===== config.mk =====
export PLATFORM = sky130hd
export DESIGN_NAME = sram_port_arbiter
export DESIGN_NICKNAME = d
export VERILOG_FILES = /design/src/rtl/sram_port_arbiter.sv
export SDC_FILE = /design/constraint.sdc
export NUM_CORES = 1
export LEC_CHECK = 0
export CORE_AREA = 5 5 98 100
export DETAILED_ROUTE_END_ITERATION = 10
export DIE_AREA = 0 0 103 105
export PLACE_DENSITY = 0.91
export REMOVE_ABC_BUFFERS = 1
export SLEW_MARGIN = 15
export SYNTH_ARGS = -nofsm -noshare
export SYNTH_HDL_FRONTEND = slang
export SYNTH_SLANG_ARGS = --single-unit

===== constraint.sdc =====
create_clock -name hclk -period 2.9 [get_ports hclk]
set_input_delay 0.725 -clock hclk [delete_from_list [all_inputs] [get_ports hclk]]
set_output_delay 0.725 -clock hclk [all_outputs]
set_load 0.02 [all_outputs]

===== src/rtl/sram_port_arbiter.sv =====
// ============================================================================
// sram_port_arbiter : round-robin, burst-locking arbiter for one single-port
//                     SRAM shared by two requesters. Optional burst limit is
//                     enabled with `define SRAM_ARB_BURST_LIMIT_EN.
// Revision: 1.0
// ============================================================================
`default_nettype none

module sram_port_arbiter #(
    parameter int WIDTH      = 32,
    parameter int DEPTH      = 4096,
    parameter int WIDTH_ADDR = $clog2(DEPTH),
    parameter int MAX_BURST  = 16
) (
    input  logic                  hclk,
    input  logic                  hresetn,
    input  logic                  req0,
    input  logic                  req1,
    input  logic                  we0,
    input  logic                  we1,
    input  logic                  lock0,
    input  logic                  lock1,
    input  logic [WIDTH_ADDR-1:0] addr0,
    input  logic [WIDTH_ADDR-1:0] addr1,
    input  logic [WIDTH-1:0]      wdata0,
    input  logic [WIDTH-1:0]      wdata1,
    output logic                  gnt0,
    output logic                  gnt1,
    output logic                  rvalid0,
    output logic                  rvalid1,
    output logic [WIDTH-1:0]      rdata,
    output logic                  sram_csn,
    output logic                  sram_wen,
    output logic [WIDTH_ADDR-1:0] sram_a,
    output logic [WIDTH-1:0]      sram_d,
    input  logic [WIDTH-1:0]      sram_q
);

    logic                  r_owner;
    logic                  r_locked;
    logic                  r_last_grant;
    logic                  r_rvalid0;
    logic                  r_rvalid1;
    logic [WIDTH_ADDR-1:0] r_a;
    logic [WIDTH-1:0]      r_d;

    logic                  w_gnt0;
    logic                  w_gnt1;
    logic                  w_any;
    logic                  w_sel;
    logic                  w_req_owner;
    logic                  w_req_other;
    logic                  w_preempt;
    logic                  w_we;
    logic                  w_lock;
    logic [WIDTH_ADDR-1:0] w_addr;
    logic [WIDTH-1:0]      w_wdata;

    assign w_req_owner = r_owner ? req1 : req0;
    assign w_req_other = r_owner ? req0 : req1;

`ifdef SRAM_ARB_BURST_LIMIT_EN
    localparam int c_cnt_w = $clog2(MAX_BURST) + 1;

    logic [c_cnt_w-1:0] r_cnt;

    assign w_preempt = (r_cnt == c_cnt_w'(MAX_BURST)) && w_req_other;

    // Count consecutive grants to the current owner; a new owner's first
    // grant restarts the count at one. Saturates at MAX_BURST.
    always_ff @(posedge hclk or negedge hresetn) begin
        if (!hresetn) begin
            r_cnt <= '0;
        end else if (!w_any) begin
            r_cnt <= '0;
        end else if ((w_sel == r_owner) && (r_cnt != '0)) begin
            if (r_cnt != c_cnt_w'(MAX_BURST)) begin
                r_cnt <= r_cnt + c_cnt_w'(1);
            end
        end else begin
            r_cnt <= c_cnt_w'(1);
        end
    end
`else
    localparam int c_unused_max_burst = MAX_BURST;

    assign w_preempt = 1'b0;
`endif

    // Grants are gated by reset so they drop the moment hresetn falls.
    always_comb begin
        w_gnt0 = 1'b0;
        w_gnt1 = 1'b0;
        if (hresetn) begin
            if (r_locked && w_req_owner && !w_preempt) begin
                w_gnt0 = !r_owner;
                w_gnt1 = r_owner;
            end else if (req0 && !req1) begin
                w_gnt0 = 1'b1;
            end else if (req1 && !req0) begin
                w_gnt1 = 1'b1;
            end else if (req0 && req1) begin
                w_gnt0 = r_last_grant;
                w_gnt1 = !r_last_grant;
            end
        end
    end

    assign w_any   = w_gnt0 | w_gnt1;
    assign w_sel   = w_gnt1;
    assign w_we    = w_sel ? we1    : we0;
    assign w_lock  = w_sel ? lock1  : lock0;
    assign w_addr  = w_sel ? addr1  : addr0;
    assign w_wdata = w_sel ? wdata1 : wdata0;

    assign gnt0     = w_gnt0;
    assign gnt1     = w_gnt1;
    assign rvalid0  = r_rvalid0;
    assign rvalid1  = r_rvalid1;
    assign rdata    = sram_q;
    assign sram_csn = !w_any;
    assign sram_wen = !(w_any && w_we);
    // Address and data keep their last values on idle cycles to avoid toggling.
    assign sram_a   = w_any ? w_addr  : r_a;
    assign sram_d   = w_any ? w_wdata : r_d;

    always_ff @(posedge hclk or negedge hresetn) begin
        if (!hresetn) begin
            r_owner      <= 1'b0;
            r_locked     <= 1'b0;
            r_last_grant <= 1'b1;
            r_rvalid0    <= 1'b0;
            r_rvalid1    <= 1'b0;
            r_a          <= '0;
            r_d          <= '0;
        end else begin
            r_rvalid0 <= w_gnt0 && !we0;
            r_rvalid1 <= w_gnt1 && !we1;
            if (w_any) begin
                r_owner      <= w_sel;
                r_last_grant <= w_sel;
                r_locked     <= w_lock;
                r_a          <= w_addr;
                r_d          <= w_wdata;
            end else begin
                r_locked     <= 1'b0;
            end
        end
    end

endmodule

`default_nettype wire


==> out/metrics.cfg <==
[status]
outcome = completed

[placement]
gp_congestion = 0.822
dp.cells = 587
port_buffers = 145
dp_hpwl_um = 8880

[grt]
grt_max_degree = 50
grt_pass1_wl_um = 19700
gr-usage-all-layers_pct = 22.8
grt_pass1_vias = 3870
antenna_found_initial = 0
overflow = 0

[finish]
seq_area_mm2 = 0.00123
diodes = 0
final_cells = 608
layout_common_cells = 94 x clkdlybuf4s50_1, 48 x dfrtp_1, 45 x nor2_1, 44 x and2_1, 44 x a32oi_1
syn_to_final_growth_pct = 50.5
final_common_cell = clkdlybuf4s50_1
layout.nets = 627
drive_gt1_share_pct = 22.0
fill_cells = 750
multiInputGateArea_mm2 = 0.00165

[floorplanning]
rows = 34
die_width_um = 103
io_pins = 210
dieArea_mm2 = 0.0108
core-area_mm2 = 0.00859
die_y_um = 105
initial_utilization_pct = 39.5

[timing]
hold_viol_final = 0
slew_violations = 0
min_period_over_period_pct = 96.7
whs_ps = 526
setup_viol = 0
post-route-min-period_ps = 2800
fin_skew_ps = 5.19
fmax_mhz = 357
rsz0062_at_grt = no
slew_headroom_pct = 56.8
worst_pin_slew_ps = 648

[critical_path]
critPathLaunchType = input pin
crit_required_ps = 2170
cp.arrival_ps = 2080
crit_path_end_kind = primary output
r2r_cells = 9
critPathKind = input pin to primary output
r2r_setup_slack_ps = 840
rr_endpoint = r_d[1]
r2r-start = r_locked
worstPathMaxFanout = 24

[clock_network]
clock_path_buffers = 2
root_buffer = clkbuf_8
clk_latency_ps = 290
htree_levels = 2
cts_buffers = 5
clk_pin_slew_ps = 90
clock_sinks = 49
cts_tree = yes

[routing]
dr.pass1.iters = 5
drtAntennaViolNets = 0
via_count = 3664
vias_per_cell = 6.03
wl_per_cell_um = 20.9
drt_iter0_drc = 231
drc = 0
wirelength_um = 12700

[synth]
syn_area_mm2 = 0.00340
netlist.area_leader.share_pct = 35.4
synth_warnings = 0
synth_top_area_cell = dfrtp_1
netlist_instances = 373
ys_seq_area_share_pct = 36.1
synth_cell_types = 25
syn_avg_cell_area_um2 = 9.10
synth_seq_cells = 49
synth_area_leaders = dfrtp_1 35%, a32oi_1 11%, o311ai_1 10%, buf_4 8.6%, and2_1 8.5%

[hold_path]
min_to = r_last_grant
holdCritPathClass = flop to flop
hold_depth = 2
hp-start = r_last_grant

[pwr]
powerDensity_mw_per_mm2 = 451
leakagePower_nw = 1.97
irDropWorstVdd_v = 0.000297

[run]
drv_cap = 0

-- where the power goes --
group          internal, mW  total [mW]  switching (mW)
combinational         0.501        1.06           0.559
clock                 0.195       0.418           0.222
sequential            0.789       0.828          0.0385
-- kinds of logic (layout without fill, tap and decap cells) --
kind of cell	count (synthesis)	count (layout)	share of synthesized area [%]
muxes	2	2	0.590
and+or+nand+nor	101	101	15.0
buffers and inverters	84	211	16.0
AOI/OAI and AO/OA	137	137	32.3
DFF	49	49	36.1
-- final cells by class --
class                      instances  area share, %
sequential                        49           24.0
multi-input combinational        240           32.3
clock buffer                       8           1.76
timing repair buffer             197           38.8
tap                              108           2.64
inverter                           6          0.441
-- what timing repair did --
item,4_1_cts,5_1_grt
setup endpoints to repair,48,26
setup buffers,10,3
hold buffers,0,0
pin swaps,7,4
resized for setup,183,7
-- cells in the mapped netlist (all sizes together) --
cell type and number:
o311ai 44, and2 47, o31ai 1, clkbuf 14, o21a 1, a32oi 44
buf 64, inv 6, dfstp 1, nand2b 2, nor2b 1, dfrtp 48
a31oi 45, or2 1, nand2 4, o21ai 2, mux2i 2, nor2 46
-- metrics by stage --
step           total power [mW]  instance area [um^2]  utilization, %  setup TNS [ps]  setup WS, ps
6_report                   2.31                  5110            59.5               0          96.6
3_5_place_dp               1.90                  4910            57.1          -24920          -591
3_3_place_gp               1.87                  4910            57.1          -22100          -527
4_1_cts                    2.32                  5100            59.3               0          25.0
5_1_grt                    2.44                  5110            59.5               0         0.715
2_1_floorplan              1.29                  2880               -          -38340          -616
-- flip-flops by register name (all words and copies together), names as in the netlist --
name and cells:
rvalid1 1, rvalid0 1, r_locked 1, r_d 32, r_a 12, r_owner 1
r_last_grant 1
-- routing by layer --
| metal | vias to the layer above | global-route usage [%] | routed length (um) |
|---|---|---|---|
| met2 | 236 | 34.0 | 5910 |
| met5 | - | 5.29 | 51 |
| met3 | 16 | 9.53 | 1440 |
| met4 | 2 | 6.57 | 124 |
| met1 | 1737 | 29.8 | 5210 |
| li1 | 1673 | - | - |
-- worst max-delay path, stage by stage --
cell	delay (ps)
dlygate4sd2_1	290
and2_4	210
buf_12	170
o311ai_1	110
a31oi_1	270
clkdlybuf4s15_2	310
-- how the worst max path moves through the flow --
stage          from  slack (ps)  cells past startpoint    endpoint
3_3_place_gp   req1        -530                      6  sram_a[11]
2_1_floorplan  req0        -620                      2   sram_a[0]
3_5_place_dp   req1        -590                      6  sram_a[11]
6_report       req1         100                      6  sram_d[18]
4_1_cts        req0          20                      7  sram_d[13]
5_1_grt        req1         0.7                      6   sram_a[9]
(Power assumes the default switching activity.)
